## src/rtl/rr_stream_arbiter.sv

```systemverilog
// Round-robin arbiter sharing one registered valid/ready output stream among REQ requesters.
// Locked multi-beat bursts; define ARB_BURST_LIMIT_EN to cap bursts at MAX_BURST beats.
module rr_stream_arbiter #(
  parameter int REQ       = 4,
  parameter int DATA      = 32,
  parameter int MAX_BURST = 4,
  parameter int ID_W      = (REQ > 1) ? $clog2(REQ) : 1
) (
  input  logic                     clk,
  input  logic                     reset,
  input  logic [REQ-1:0]           req_valid,
  input  logic [REQ-1:0][DATA-1:0] req_data,
  input  logic [REQ-1:0]           req_last,
  output logic [REQ-1:0]           req_ready,
  output logic                     out_valid,
  output logic [DATA-1:0]          out_data,
  output logic [ID_W-1:0]          out_id,
  output logic                     out_last,
  input  logic                     out_ready,
  output logic                     busy
);

  localparam int unsigned REQ_U = REQ;

  if (REQ < 1 || MAX_BURST < 1) begin : g_bad_params
    $error("rr_stream_arbiter: REQ and MAX_BURST must be >= 1");
  end

  typedef enum logic {IDLE, LOCK} state_t;

  state_t          state, state_n;
  logic [ID_W-1:0] ptr, ptr_n;
  logic [ID_W-1:0] lock_id, lock_n;
  logic [ID_W-1:0] grant_id, ptr_adv, cand;
  logic            grant_valid;
  logic            load, accept;
  int unsigned     idx;

`ifdef ARB_BURST_LIMIT_EN
  localparam int CNT_W = (MAX_BURST > 1) ? $clog2(MAX_BURST + 1) : 1;
  logic [CNT_W-1:0] cnt, cnt_n, beat_num;
`endif

  assign load    = !out_valid || out_ready;
  assign accept  = load && grant_valid;
  assign ptr_adv = (grant_id == ID_W'(REQ - 1)) ? '0 : grant_id + ID_W'(1);

  // Upward search from ptr with wrap; in LOCK only the locked requester may win.
  always_comb begin
    grant_valid = 1'b0;
    grant_id    = '0;
    idx         = 0;
    cand        = '0;
    if (state == LOCK) begin
      if (req_valid[lock_id]) begin
        grant_valid = 1'b1;
        grant_id    = lock_id;
      end
    end else begin
      for (int unsigned k = 0; k < REQ_U; k++) begin
        idx  = (32'(ptr) + k) % REQ_U;
        cand = ID_W'(idx);
        if (!grant_valid && req_valid[cand]) begin
          grant_valid = 1'b1;
          grant_id    = cand;
        end
      end
    end
  end

  // Next-state logic
  always_comb begin
    state_n = state;
    ptr_n   = ptr;
    lock_n  = lock_id;
`ifdef ARB_BURST_LIMIT_EN
    beat_num = (state == IDLE) ? CNT_W'(1) : cnt + CNT_W'(1);
    cnt_n    = cnt;
`endif
    if (accept) begin
      if (req_last[grant_id]) begin
        state_n = IDLE;
        ptr_n   = ptr_adv;
      end else begin
        state_n = LOCK;
        lock_n  = grant_id;
`ifdef ARB_BURST_LIMIT_EN
        if (beat_num == CNT_W'(MAX_BURST)) begin
          state_n = IDLE;
          ptr_n   = ptr_adv;
        end
`endif
      end
`ifdef ARB_BURST_LIMIT_EN
      cnt_n = (state_n == LOCK) ? beat_num : '0;
`endif
    end
  end

  always_ff @(posedge clk or posedge reset) begin
    if (reset) begin
      state   <= IDLE;
      ptr     <= '0;
      lock_id <= '0;
`ifdef ARB_BURST_LIMIT_EN
      cnt     <= '0;
`endif
    end else begin
      state   <= state_n;
      ptr     <= ptr_n;
      lock_id <= lock_n;
`ifdef ARB_BURST_LIMIT_EN
      cnt     <= cnt_n;
`endif
    end
  end

  always_ff @(posedge clk or posedge reset) begin
    if (reset) begin
      out_valid <= 1'b0;
      out_data  <= '0;
      out_id    <= '0;
      out_last  <= 1'b0;
    end else if (load) begin
      if (grant_valid) begin
        out_valid <= 1'b1;
        out_data  <= req_data[grant_id];
        out_id    <= grant_id;
        out_last  <= req_last[grant_id];
      end else begin
        out_valid <= 1'b0;
      end
    end
  end

  // Output logic
  always_comb begin
    req_ready = '0;
    if (accept) req_ready[grant_id] = 1'b1;
    busy = (state == LOCK);
  end

endmodule
```

## config.mk

```make
export PLATFORM = sky130hd
export DESIGN_NAME = rr_stream_arbiter
export DESIGN_NICKNAME = d
export VERILOG_FILES = /design/src/rtl/rr_stream_arbiter.sv
export SDC_FILE = /design/constraint.sdc
export NUM_CORES = 1
export LEC_CHECK = 0
export ABC_AREA = 1
export CAP_MARGIN = 30
export CORE_MARGIN = 5
export CORE_UTILIZATION = 43
export DETAILED_ROUTE_END_ITERATION = 10
export HOLD_SLACK_MARGIN = 0.12
export MAX_ROUTING_LAYER = met4
export PLACE_DENSITY = 0.9
export SLEW_MARGIN = 40
export SYNTH_ARGS = -nofsm -noshare
export SYNTH_HDL_FRONTEND = slang
export SYNTH_SLANG_ARGS = --single-unit
```

## constraint.sdc

```tcl
create_clock -name clk -period 4.8 [get_ports clk]
set_input_delay 1.2 -clock clk [delete_from_list [all_inputs] [get_ports clk]]
set_output_delay 1.2 -clock clk [all_outputs]
set_load 0.005 [all_outputs]
```

==> impl_metrics.tcl <==
set metrics [dict create \
    initial_utilization_pct 43.6 \
    clkPwrFrac_pct 8.0 \
    fp.coreArea_um2 7650 \
    startpoint_type "input port" \
    min_period_ns 4.58 \
    critPathTopFamily "buffers and inverters" \
    synth_seq_area_share_pct 30.8 \
    fmax_ghz 0.218 \
    crit_chain "clkdlybuf4s50_1, inv_1, nand2_1, nand3_1, nand2_1, inv_1, nand3_1, nand2_2, o21ai_4, buf_4, nand2_1, nor2_1, clkdlybuf4s50_1" \
    syn_avg_cell_area_um2 5.59 \
    cpMostUsedCell "nand2_1" \
    grt_overflow 0 \
    firstDrtPassIters 6 \
    dpl.hpwl_um 8760 \
    worst-path-buf-inv 5 \
    power.density_nw_per_um2 655 \
    synth_nets 735 \
    grt_start_max_net_pins 69 \
    drtAntennaViolNets 0 \
    cap_violations 0 \
    tns_ns 0 \
    syn2layout_area_growth_pct 59.1 \
    hold_viol_final 0 \
    cts_buffers 5 \
    cts_tree "built" \
    peakVddDrop_mv 0.354 \
    power.leakage_nw 2.83 \
    rsz0062_at_grt "no" \
    slew_viol_final 0 \
    grt_use_total_pct 24.5 \
    die_w_um 98.0 \
    clock-sinks 41 \
    timing.hold.ws_ns 0.483 \
    required_ns 3.60 \
    netlist_instances 596 \
    relSlewSlack_pct 55.3 \
    skew_ns 0.0122 \
    power.share.combinational_pct 74.1 \
    dr_total_vias 4248 \
    hold_path_class "reg -> reg" \
    die_h_um 98.0 \
    critical_path.max_fanout 3 \
    yosys_warnings 0 \
    cp.arrival_ns 3.38 \
    status "finished, final reports clean" \
    clk_pin_slew_ns 0.08 \
    final_layout_size_suffix_gt1_share_pct 4.73 \
    cp_slowest_cell "clkdlybuf4s50_1" \
    gp_routability_congestion 0.906 \
    layout_worst_path_cycle_share_pct 95.5 \
    routed_wl_um 11500 \
    syn_area_um2 3330 \
    seq_power_share_pct 17.9 \
    final_core_util_pct 69.3 \
    swShare_pct 50.7 \
    place_area_um2 5170 \
    post-place-ws_ns 0.131 \
    ios 180 \
    cpPeakStageDelay_ns 0.55 \
    cts_buffer_depth 2 \
    drc 0 \
    end_kind "output port" \
    antenna_cells 0 \
    grt_pass1_wl_um 19000 \
    synth-seq-cells 41 \
    synth.distinct_cells 18 \
    worst_slack_ns 0.215 \
    first_iter_violations 196 \
    internal_power_mw 1.71 \
    setup_viol 0 \
    final_nets 899 \
    portBuffers 179 \
    power.switching_mw 1.76 \
    die_area_um2 9610 \
    first_global_vias 4078 \
    h-tree-depth 2 \
    rows 32 \
    cts-root-buf "clkbuf_8" \
    antenna_found_initial 0 \
    final_area_um2 5300 \
    clk_latency_ns 0.29 \
    tightest_slew_ns 0.671 \
    critPathKind "in -> out" \
    routedWlPerCell_um 13.3 \
    via_per_inst 4.92 \
]
stage by stage:
step                      power (mW)  cells
after floorplan                 2.34    596
after global placement          3.10    853
after detailed placement        3.16    853
after CTS                       3.46    861
after global routing            3.86    863
final                           3.47    863
per-layer routing:
layer / up-vias / GRT usage (%) / wire [µm]
met3: 22 / 4.93 / 893
met1: 1884 / 29.0 / 4460
met5: - / - / 0
met4: 0 / 6.50 / 245
met2: 178 / 42.4 / 5900
li1: 2164 / - / -
cell usage after synthesis, drive strengths merged:
cell	number	area share (%)
o21ai	5	1.1
clkbuf	7	0.79
nor3	2	0.30
nand3	88	13
inv	21	2.4
dfrtp	41	31
nand2	392	45
a21boi	1	0.23
o22ai	1	0.38
buf	29	5.1
nor2	9	1.2
worst paths after layout:
path | from | end | slack (ns) | depth (start not counted)
worst min register to register | out_data[14] | out_data[14] | 0.48 | 2
worst max-delay path | req_valid[3] | req_ready[3] | 0.22 | 13
worst max register to register | ptr[0] | out_data[29] | 2.13 | 17
worst min-delay path | out_data[14] | out_data[14] | 0.48 | 2
max in group asynchronous | reset | out_data[11] | 3.12 | 2
min in group asynchronous | reset | out_data[24] | 1.31 | 2
layout make-up:
class	instances	area, µm²
Timing Repair Buffer	193	1910
Fill cell	637	2340
Clock buffer	6	72.6
Clock inverter	2	38.8
Sequential cell	41	1030
Tap cell	102	128
Multi-Input combinational cell	498	2040
Inverter	21	81.3
worst min-delay path, delay by kind of cell, from the launching register on:
| kind | cells | cell delay, ns |
|---|---|---|
| DFF | 1 | 0.35 |
| and+or+nand+nor | 2 | 0.11 |
cells in the final DEF (no fill, tap or decap), drive strengths merged:
cell           netlist  final
o22ai                1      1
clkdlybuf4s50        0    178
nand2              392    392
bufinv               0      1
clkbuf               7      6
buf                 29     14
clkinv               0      1
nand3               88     88
dlymetal6s2s         0      1
o21ai                5      5
nor2                 9      9
inv                 21     21
a21boi               1      1
dfrtp               41     41
nor3                 2      2
flip-flops by register name, summed over array words and instances, names as in the netlist:
name       flops
ptr            2
lock_id        2
out_last       1
out_valid      1
out_data      32
busy           1
out_id         2
cell families after synthesis:
| family | Yosys count | share of synthesized area (%) |
|---|---|---|
| AND/OR/NAND/NOR | 491 | 59.3 |
| flip-flops | 41 | 30.8 |
| AO/OA/AOI/OAI | 7 | 1.69 |
| buffers and inverters | 57 | 8.22 |
timing repair:
action / CTS / global route
buffers inserted: 0 / 2
hold buffers: 0 / 0
endpoints found under the setup margin: 0 / 2
resized for setup: 0 / 2
power by group through the flow:
stage | clock [mW] | sequential, mW | combinational [mW]
finish | 0.277 | 0.623 | 2.57
global route | 0.302 | 0.640 | 2.92
CTS | 0.283 | 0.620 | 2.55
global placement | 0 | 0.620 | 2.48
floorplan | 0 | 0.611 | 1.73
detailed placement | 0 | 0.622 | 2.54
(Power assumes the default switching activity.)
